--- src/rtl/core_pkg.sv ---
`default_nettype none
// ============================================================================
//  Module      : core_pkg
//  Description : Shared types and constants for the pipeline hazard sequencer:
//                FSM state encoding, stall/flush control bundle, x0 index.
//  Revision    : 1.0 - initial release
// ============================================================================
package core_pkg;

    // Legacy-compatible state encodings, reused as the enum values
    localparam logic [0:0] ST_RUN     = 1'b0;
    localparam logic [0:0] ST_MC_WAIT = 1'b1;

    typedef enum logic [0:0] {
        RUN     = ST_RUN,
        MC_WAIT = ST_MC_WAIT
    } hz_state_e;

    // pc_flush marks a cycle in which the PC is redirected (trap or taken
    // branch); it has no port of its own but drives the flush-event counter.
    typedef struct packed {
        logic pc_stall;
        logic if_id_stall;
        logic id_ex_stall;
        logic ex_mem_stall;
        logic mem_wb_stall;
        logic pc_flush;
        logic if_id_flush;
        logic id_ex_flush;
        logic ex_mem_flush;
        logic mem_wb_flush;
    } hz_ctrl_t;

    localparam logic [4:0] REG_X0 = 5'd0;

endpackage
`default_nettype wire

--- src/rtl/pipeline_hazard_ctrl_load_use_detect.sv ---
`default_nettype none
// ============================================================================
//  Module      : load_use_detect
//  Description : Flags an ID-stage instruction that reads the destination of
//                a load currently in EX (x0 never creates a dependency).
//  Revision    : 1.0 - initial release
// ============================================================================
module load_use_detect
    import core_pkg::*;
(
    input  logic [4:0] i_id_rs1_addr,
    input  logic [4:0] i_id_rs2_addr,
    input  logic       i_id_rs1_used,
    input  logic       i_id_rs2_used,
    input  logic [4:0] i_ex_rd_addr,
    input  logic       i_ex_mem_read,
    input  logic       i_ex_reg_write,
    output logic       o_load_use
);

    logic w_rs1_hit;
    logic w_rs2_hit;

    assign w_rs1_hit  = i_id_rs1_used & (i_id_rs1_addr == i_ex_rd_addr);
    assign w_rs2_hit  = i_id_rs2_used & (i_id_rs2_addr == i_ex_rd_addr);
    assign o_load_use = i_ex_mem_read & i_ex_reg_write &
                        (i_ex_rd_addr != REG_X0) & (w_rs1_hit | w_rs2_hit);

endmodule
`default_nettype wire

--- src/rtl/pipeline_hazard_ctrl.sv ---
`default_nettype none
// ============================================================================
//  Module      : pipeline_hazard_ctrl
//  Description : Central stall/flush sequencer for the 5-stage pipeline.
//                Prioritises traps, data-memory waits, multi-cycle EX ops,
//                branch redirects and load-use hazards; includes a
//                multi-cycle watchdog and saturating performance counters.
//  Revision    : 1.0 - initial release
// ============================================================================
module pipeline_hazard_ctrl
    import core_pkg::*;
#(
    parameter int CNT_W         = 32,
    parameter int MC_MAX_CYCLES = 64
)(
    input  logic             clk,
    input  logic             rst_n,
    input  logic [4:0]       id_rs1_addr,
    input  logic [4:0]       id_rs2_addr,
    input  logic             id_rs1_used,
    input  logic             id_rs2_used,
    input  logic [4:0]       ex_rd_addr,
    input  logic             ex_mem_read,
    input  logic             ex_reg_write,
    input  logic             ex_mc_start,
    input  logic             ex_mc_done,
    input  logic             ex_redirect,
    input  logic             mem_req_valid,
    input  logic             mem_ready,
    input  logic             trap,
    output logic             pc_stall_o,
    output logic             if_id_stall_o,
    output logic             if_id_flush_o,
    output logic             id_ex_stall_o,
    output logic             id_ex_flush_o,
    output logic             ex_mem_stall_o,
    output logic             ex_mem_flush_o,
    output logic             mem_wb_stall_o,
    output logic             mem_wb_flush_o,
    output logic             mc_busy_o,
    output logic             mc_timeout_o,
    output logic [CNT_W-1:0] stall_cycles_o,
    output logic [CNT_W-1:0] flush_events_o
);

    localparam int MC_CNT_W = $clog2(MC_MAX_CYCLES + 1);

    localparam logic [MC_CNT_W-1:0] c_mc_max  = MC_CNT_W'(MC_MAX_CYCLES);
    localparam logic [MC_CNT_W-1:0] c_mc_pre  = MC_CNT_W'(MC_MAX_CYCLES - 1);
    localparam logic [MC_CNT_W-1:0] c_mc_one  = MC_CNT_W'(1);
    localparam logic [CNT_W-1:0]    c_cnt_one = CNT_W'(1);
    localparam logic [CNT_W-1:0]    c_cnt_max = '1;

    hz_state_e           r_state;
    hz_state_e           w_state_nxt;
    hz_ctrl_t            w_ctrl;
    logic                w_load_use;
    logic                w_mem_hold;
    logic                w_mc_hold;
    logic [MC_CNT_W-1:0] r_mc_cnt;
    logic                r_mc_timeout;
    logic [CNT_W-1:0]    r_stall_cnt;
    logic [CNT_W-1:0]    r_flush_cnt;

    load_use_detect u_load_use_detect (
        .i_id_rs1_addr  (id_rs1_addr),
        .i_id_rs2_addr  (id_rs2_addr),
        .i_id_rs1_used  (id_rs1_used),
        .i_id_rs2_used  (id_rs2_used),
        .i_ex_rd_addr   (ex_rd_addr),
        .i_ex_mem_read  (ex_mem_read),
        .i_ex_reg_write (ex_reg_write),
        .o_load_use     (w_load_use)
    );

    assign w_mem_hold = mem_req_valid & ~mem_ready;
    // The MC hold already applies in the start cycle, before the FSM moves.
    assign w_mc_hold  = ((r_state == MC_WAIT) | ex_mc_start) & ~ex_mc_done;

    // Strict-priority stall/flush selection; a lower rule never overrides a higher one
    always_comb begin
        w_ctrl = '0;
        if (trap) begin
            w_ctrl.pc_flush     = 1'b1;
            w_ctrl.if_id_flush  = 1'b1;
            w_ctrl.id_ex_flush  = 1'b1;
            w_ctrl.ex_mem_flush = 1'b1;
            w_ctrl.mem_wb_flush = 1'b1;
        end else if (w_mem_hold) begin
            w_ctrl.pc_stall     = 1'b1;
            w_ctrl.if_id_stall  = 1'b1;
            w_ctrl.id_ex_stall  = 1'b1;
            w_ctrl.ex_mem_stall = 1'b1;
            w_ctrl.mem_wb_flush = 1'b1;
        end else if (w_mc_hold) begin
            w_ctrl.pc_stall     = 1'b1;
            w_ctrl.if_id_stall  = 1'b1;
            w_ctrl.id_ex_stall  = 1'b1;
            w_ctrl.ex_mem_flush = 1'b1;
        end else if (ex_redirect) begin
            w_ctrl.pc_flush     = 1'b1;
            w_ctrl.if_id_flush  = 1'b1;
            w_ctrl.id_ex_flush  = 1'b1;
        end else if (w_load_use) begin
            w_ctrl.pc_stall     = 1'b1;
            w_ctrl.if_id_stall  = 1'b1;
            w_ctrl.id_ex_flush  = 1'b1;
        end
    end

    // Next-state logic: a start completing in the same cycle never leaves RUN
    always_comb begin
        w_state_nxt = r_state;
        case (r_state)
            RUN: begin
                if (ex_mc_start & ~ex_mc_done & ~trap) begin
                    w_state_nxt = MC_WAIT;
                end
            end
            MC_WAIT: begin
                if ((ex_mc_done & ~w_mem_hold) | trap) begin
                    w_state_nxt = RUN;
                end
            end
            default: w_state_nxt = RUN;
        endcase
    end

    // FSM state and watchdog; the pulse fires once when the count saturates
    always_ff @(posedge clk) begin
        if (!rst_n) begin
            r_state      <= RUN;
            r_mc_cnt     <= '0;
            r_mc_timeout <= 1'b0;
        end else begin
            r_state <= w_state_nxt;
            if (w_state_nxt == RUN) begin
                r_mc_cnt <= '0;
            end else if ((r_state == MC_WAIT) && (r_mc_cnt != c_mc_max)) begin
                r_mc_cnt <= r_mc_cnt + c_mc_one;
            end
            r_mc_timeout <= (r_state == MC_WAIT) && (w_state_nxt == MC_WAIT) &&
                            (r_mc_cnt == c_mc_pre);
        end
    end

    // Saturating performance counters for stalled cycles and redirect events
    always_ff @(posedge clk) begin
        if (!rst_n) begin
            r_stall_cnt <= '0;
            r_flush_cnt <= '0;
        end else begin
            if (w_ctrl.pc_stall && (r_stall_cnt != c_cnt_max)) begin
                r_stall_cnt <= r_stall_cnt + c_cnt_one;
            end
            if (w_ctrl.pc_flush && (r_flush_cnt != c_cnt_max)) begin
                r_flush_cnt <= r_flush_cnt + c_cnt_one;
            end
        end
    end

    assign pc_stall_o     = w_ctrl.pc_stall;
    assign if_id_stall_o  = w_ctrl.if_id_stall;
    assign if_id_flush_o  = w_ctrl.if_id_flush;
    assign id_ex_stall_o  = w_ctrl.id_ex_stall;
    assign id_ex_flush_o  = w_ctrl.id_ex_flush;
    assign ex_mem_stall_o = w_ctrl.ex_mem_stall;
    assign ex_mem_flush_o = w_ctrl.ex_mem_flush;
    assign mem_wb_stall_o = w_ctrl.mem_wb_stall;
    assign mem_wb_flush_o = w_ctrl.mem_wb_flush;
    assign mc_busy_o      = (r_state == MC_WAIT);
    assign mc_timeout_o   = r_mc_timeout;
    assign stall_cycles_o = r_stall_cnt;
    assign flush_events_o = r_flush_cnt;

endmodule
`default_nettype wire

--- config.mk ---
export PLATFORM = sky130hd
export DESIGN_NAME = pipeline_hazard_ctrl
export DESIGN_NICKNAME = d
export VERILOG_FILES = /design/src/rtl/core_pkg.sv /design/src/rtl/pipeline_hazard_ctrl_load_use_detect.sv /design/src/rtl/pipeline_hazard_ctrl.sv
export SDC_FILE = /design/constraint.sdc
export NUM_CORES = 1
export LEC_CHECK = 0
export CORE_UTILIZATION = 51
export DETAILED_ROUTE_END_ITERATION = 10
export PLACE_DENSITY = 0.95
export SYNTH_ARGS = -nofsm -noshare
export SYNTH_HDL_FRONTEND = slang
export SYNTH_SLANG_ARGS = --single-unit
--- constraint.sdc ---
create_clock -name clk -period 4.15 [get_ports clk]
set_input_delay 0.415 -clock clk [delete_from_list [all_inputs] [get_ports clk]]
set_output_delay 0.415 -clock clk [all_outputs]
set_load 0.05 [all_outputs]
==> results.toml <==
[detailed_routing]
via_per_inst = 5.82
drtIter0Drc = 232
drc = 0
wl_um = 9920
dr.pass1.iters = 5
vias = 3817
ant_nets = 0
wl_per_cell_um = 15.1

[logic_synthesis]
synthTopCellsByArea = "dfxtp_1 38%, xnor2_1 6.6%, xor2_1 4.8%, nor2_1 4.7%, nand4_1 3.9%"
avgSynthCellArea_um2 = 8.35
ys_seq_elements = 73
yosysWarnings = 0
synth_ff_type = "dfxtp_1"
synth_edf_count = 0
synth_fp_nets = 489
yosysSeqAreaShare = 0.382
syn-instance-count = 458
async_flop_share = 0
ys_types = 47
synth_area_leader_cell = "dfxtp_1"
synth_area_um2 = 3820
synth_top_area_frac = 0.382

[pwr]
peakVddDrop_uv = 188
powerDensity_nw_per_um2 = 287
leakagePower_uw = 0.00166

[sta]
slew_viol_final = 0
period_needed_ns = 3.34
timing.fmax_mhz = 300
finClkSkew_ns = 0.00853
relSlewSlack = 0.463
hold_viol = 0
rsz0062_at_grt = "no"
tns_ns = 0
min_period_over_period = 0.804
setup_violations = 0
worst_pin_slew_ns = 0.799

[global_routing]
antenna_found_initial = 0
overflow = 0
grt_max_degree = 49
grt_pass1_vias = 3457
grt_usage = 0.250
grt_pass1_wl_um = 15400

[placement]
io_buffers = 100
placed_area_um2 = 4860
place_hpwl_um = 7150
place.gp.congestion = 0.857

[clock_network]
root_buffer = "clkbuf_8"
path_clk_slew_ns = 0.08
clock-sinks = 73
clock_latency_ns = 0.34
holdBufCountCts = 0
cts_made_buffers = 9
cts_setup_buffers = 0
cts_buffer_depth = 2
postCtsResizedCells = 0
htree_levels = 3
cts_tree = "done"

[floorplan]
initial_core_util = 0.527
core-area_um2 = 7250
die_height_um = 88.6
dieArea_um2 = 7850
rows = 31
die_w_um = 88.6
pin_count = 102

[setup_path]
worstPathCellList = "clkdlybuf4s50_1 -> o21bai_1 -> a31oi_2 -> a21boi_2 -> and2_1 -> clkdlybuf4s50_1"
cpMostUsedCell = "clkdlybuf4s50_1"
cp-end-kind = "output port"
startpoint = "ex_mc_done"
required_ns = 3.73
critical_path_class = "input port to output port"
worstPathMaxFanout = 8
cp.depth = 6
path_buf_inv = 2
ff2ff_setup_slack_ns = 1.39
arrival_ns = 2.92
slowest_delay_ns = 0.81
r2r_start = "mc_busy_o"
startpoint_type = "input port"
critical-path-slowest-cell = "clkdlybuf4s50_1"
rr_endpoint = "stall_cycles_o[19]"
ff2ff_path_depth = 6
crit_family = "buffers and inverters"
crit_end = "pc_stall_o"

[cells_and_area]
nFillCells = 553
regArea_um2 = 1460
final_nets = 583
area_delta_synth_final_pct = 32.8
most-common-layout-cells = "100 x clkdlybuf4s50_1, 73 x dfxtp_1, 48 x nor2_1, 35 x nand2_1, 29 x xnor2_1"
stdcell_area_um2 = 5080
final_layout_size_suffix_gt1_frac = 0.0485
insertedDiodeCount = 0
multi_input_area_um2 = 2190
layout_commonest_cell = "clkdlybuf4s50_1"

[hold_path]
min_path_type = "register to register"

[run]
maxCapViolCount = 0

[run_status]
outcome = "completed"
[final cells by class]
class                      instances  area share
inverter                          17      0.0126
multi-input combinational        349       0.432
clock inverter                     5      0.0155
sequential                        73       0.288
timing repair buffer             102       0.200
tap                               99      0.0244
clock buffer                      11      0.0279
[layer usage]
layer,vias up,wire length (um),part of all wire,track usage
met2,172,5130,0.52,0.453
met1,1801,3890,0.39,0.280
li1,1825,-,-,-
met3,19,746,0.075,0.0672
met5,-,0,0,0
met4,0,156,0.016,0.0953
[registers in the layout, indices dropped and copies added (netlist names)]
| name | flops |
|---|---|
| stall_cycles_o | 32 |
| flush_events_o | 32 |
| r_mc_cnt | 7 |
| mc_timeout_o | 1 |
| mc_busy_o | 1 |
[report_power, final]
part	internal (uW)	leakage, uW	switching (uW)
clock	355	0.000113	261
combinational	54.7	0.000956	75.5
sequential	704	0.000588	5.33
total	1110	0.00166	342
[worst reg2reg max path, cell delays in order, from the launching register on]
cell and delay (ns):
dfxtp_1 0.47, o21bai_1 0.19, a31oi_2 0.44, a21boi_2 0.36, nand4_2 0.50, or4_1 0.59, a21oi_1 0.15
[cell usage after synthesis (3+ instances only)]
cell	n
or3_1	15
nand2b_1	8
nand2_1	35
nand3_1	28
inv_1	17
o31a_1	3
nand4_1	24
buf_4	4
xor2_1	21
mux2i_1	10
and2_1	6
nor2_1	48
xnor2_1	29
o31ai_1	5
o21a_1	5
and3_1	12
a21oi_1	18
o21bai_1	3
o21ai_1	5
ha_1	4
and4_1	7
nor4_1	15
nor3_1	11
dfxtp_1	73
clkbuf_1	10
nand4_2	3
o21ai_0	7
or4_1	10
[worst min path at each step]
stage / endpoint / from / depth (start not counted)
after detailed placement: mc_timeout_o / r_mc_cnt[6] / 1
final: mc_timeout_o / r_mc_cnt[6] / 1
after global placement: mc_timeout_o / r_mc_cnt[6] / 1
after floorplan: mc_timeout_o / r_mc_cnt[6] / 1
after global routing: mc_timeout_o / r_mc_cnt[6] / 1
after CTS: mc_timeout_o / r_mc_cnt[6] / 1
[stage by stage]
| stage | total power [uW] | hold WS [ns] | util | setup WS, ns | std cells |
|---|---|---|---|---|---|
| after floorplan | 799 | 0.443 | - | 1.41 | 458 |
| after global placement | 852 | 0.473 | 0.669 | 0.897 | 640 |
| after detailed placement | 855 | 0.479 | 0.669 | 0.829 | 640 |
| after CTS | 1460 | 0.490 | 0.700 | 0.810 | 656 |
| after global routing | 1510 | 0.522 | 0.700 | 0.658 | 656 |
| final | 1450 | 0.492 | 0.700 | 0.812 | 656 |
[cells by family (layout without fill, tap and decap cells)]
family	after synthesis	after routing	share of synthesized area
flops	73	73	0.382
simple gates	230	230	0.328
mux	10	10	0.0262
xor+xnor	50	50	0.115
compound gates	54	54	0.0906
buf+inv	36	135	0.0448
fa+ha+maj	4	4	0.0131
other cells	1	1	0.000981
(Power assumes the default switching activity.)
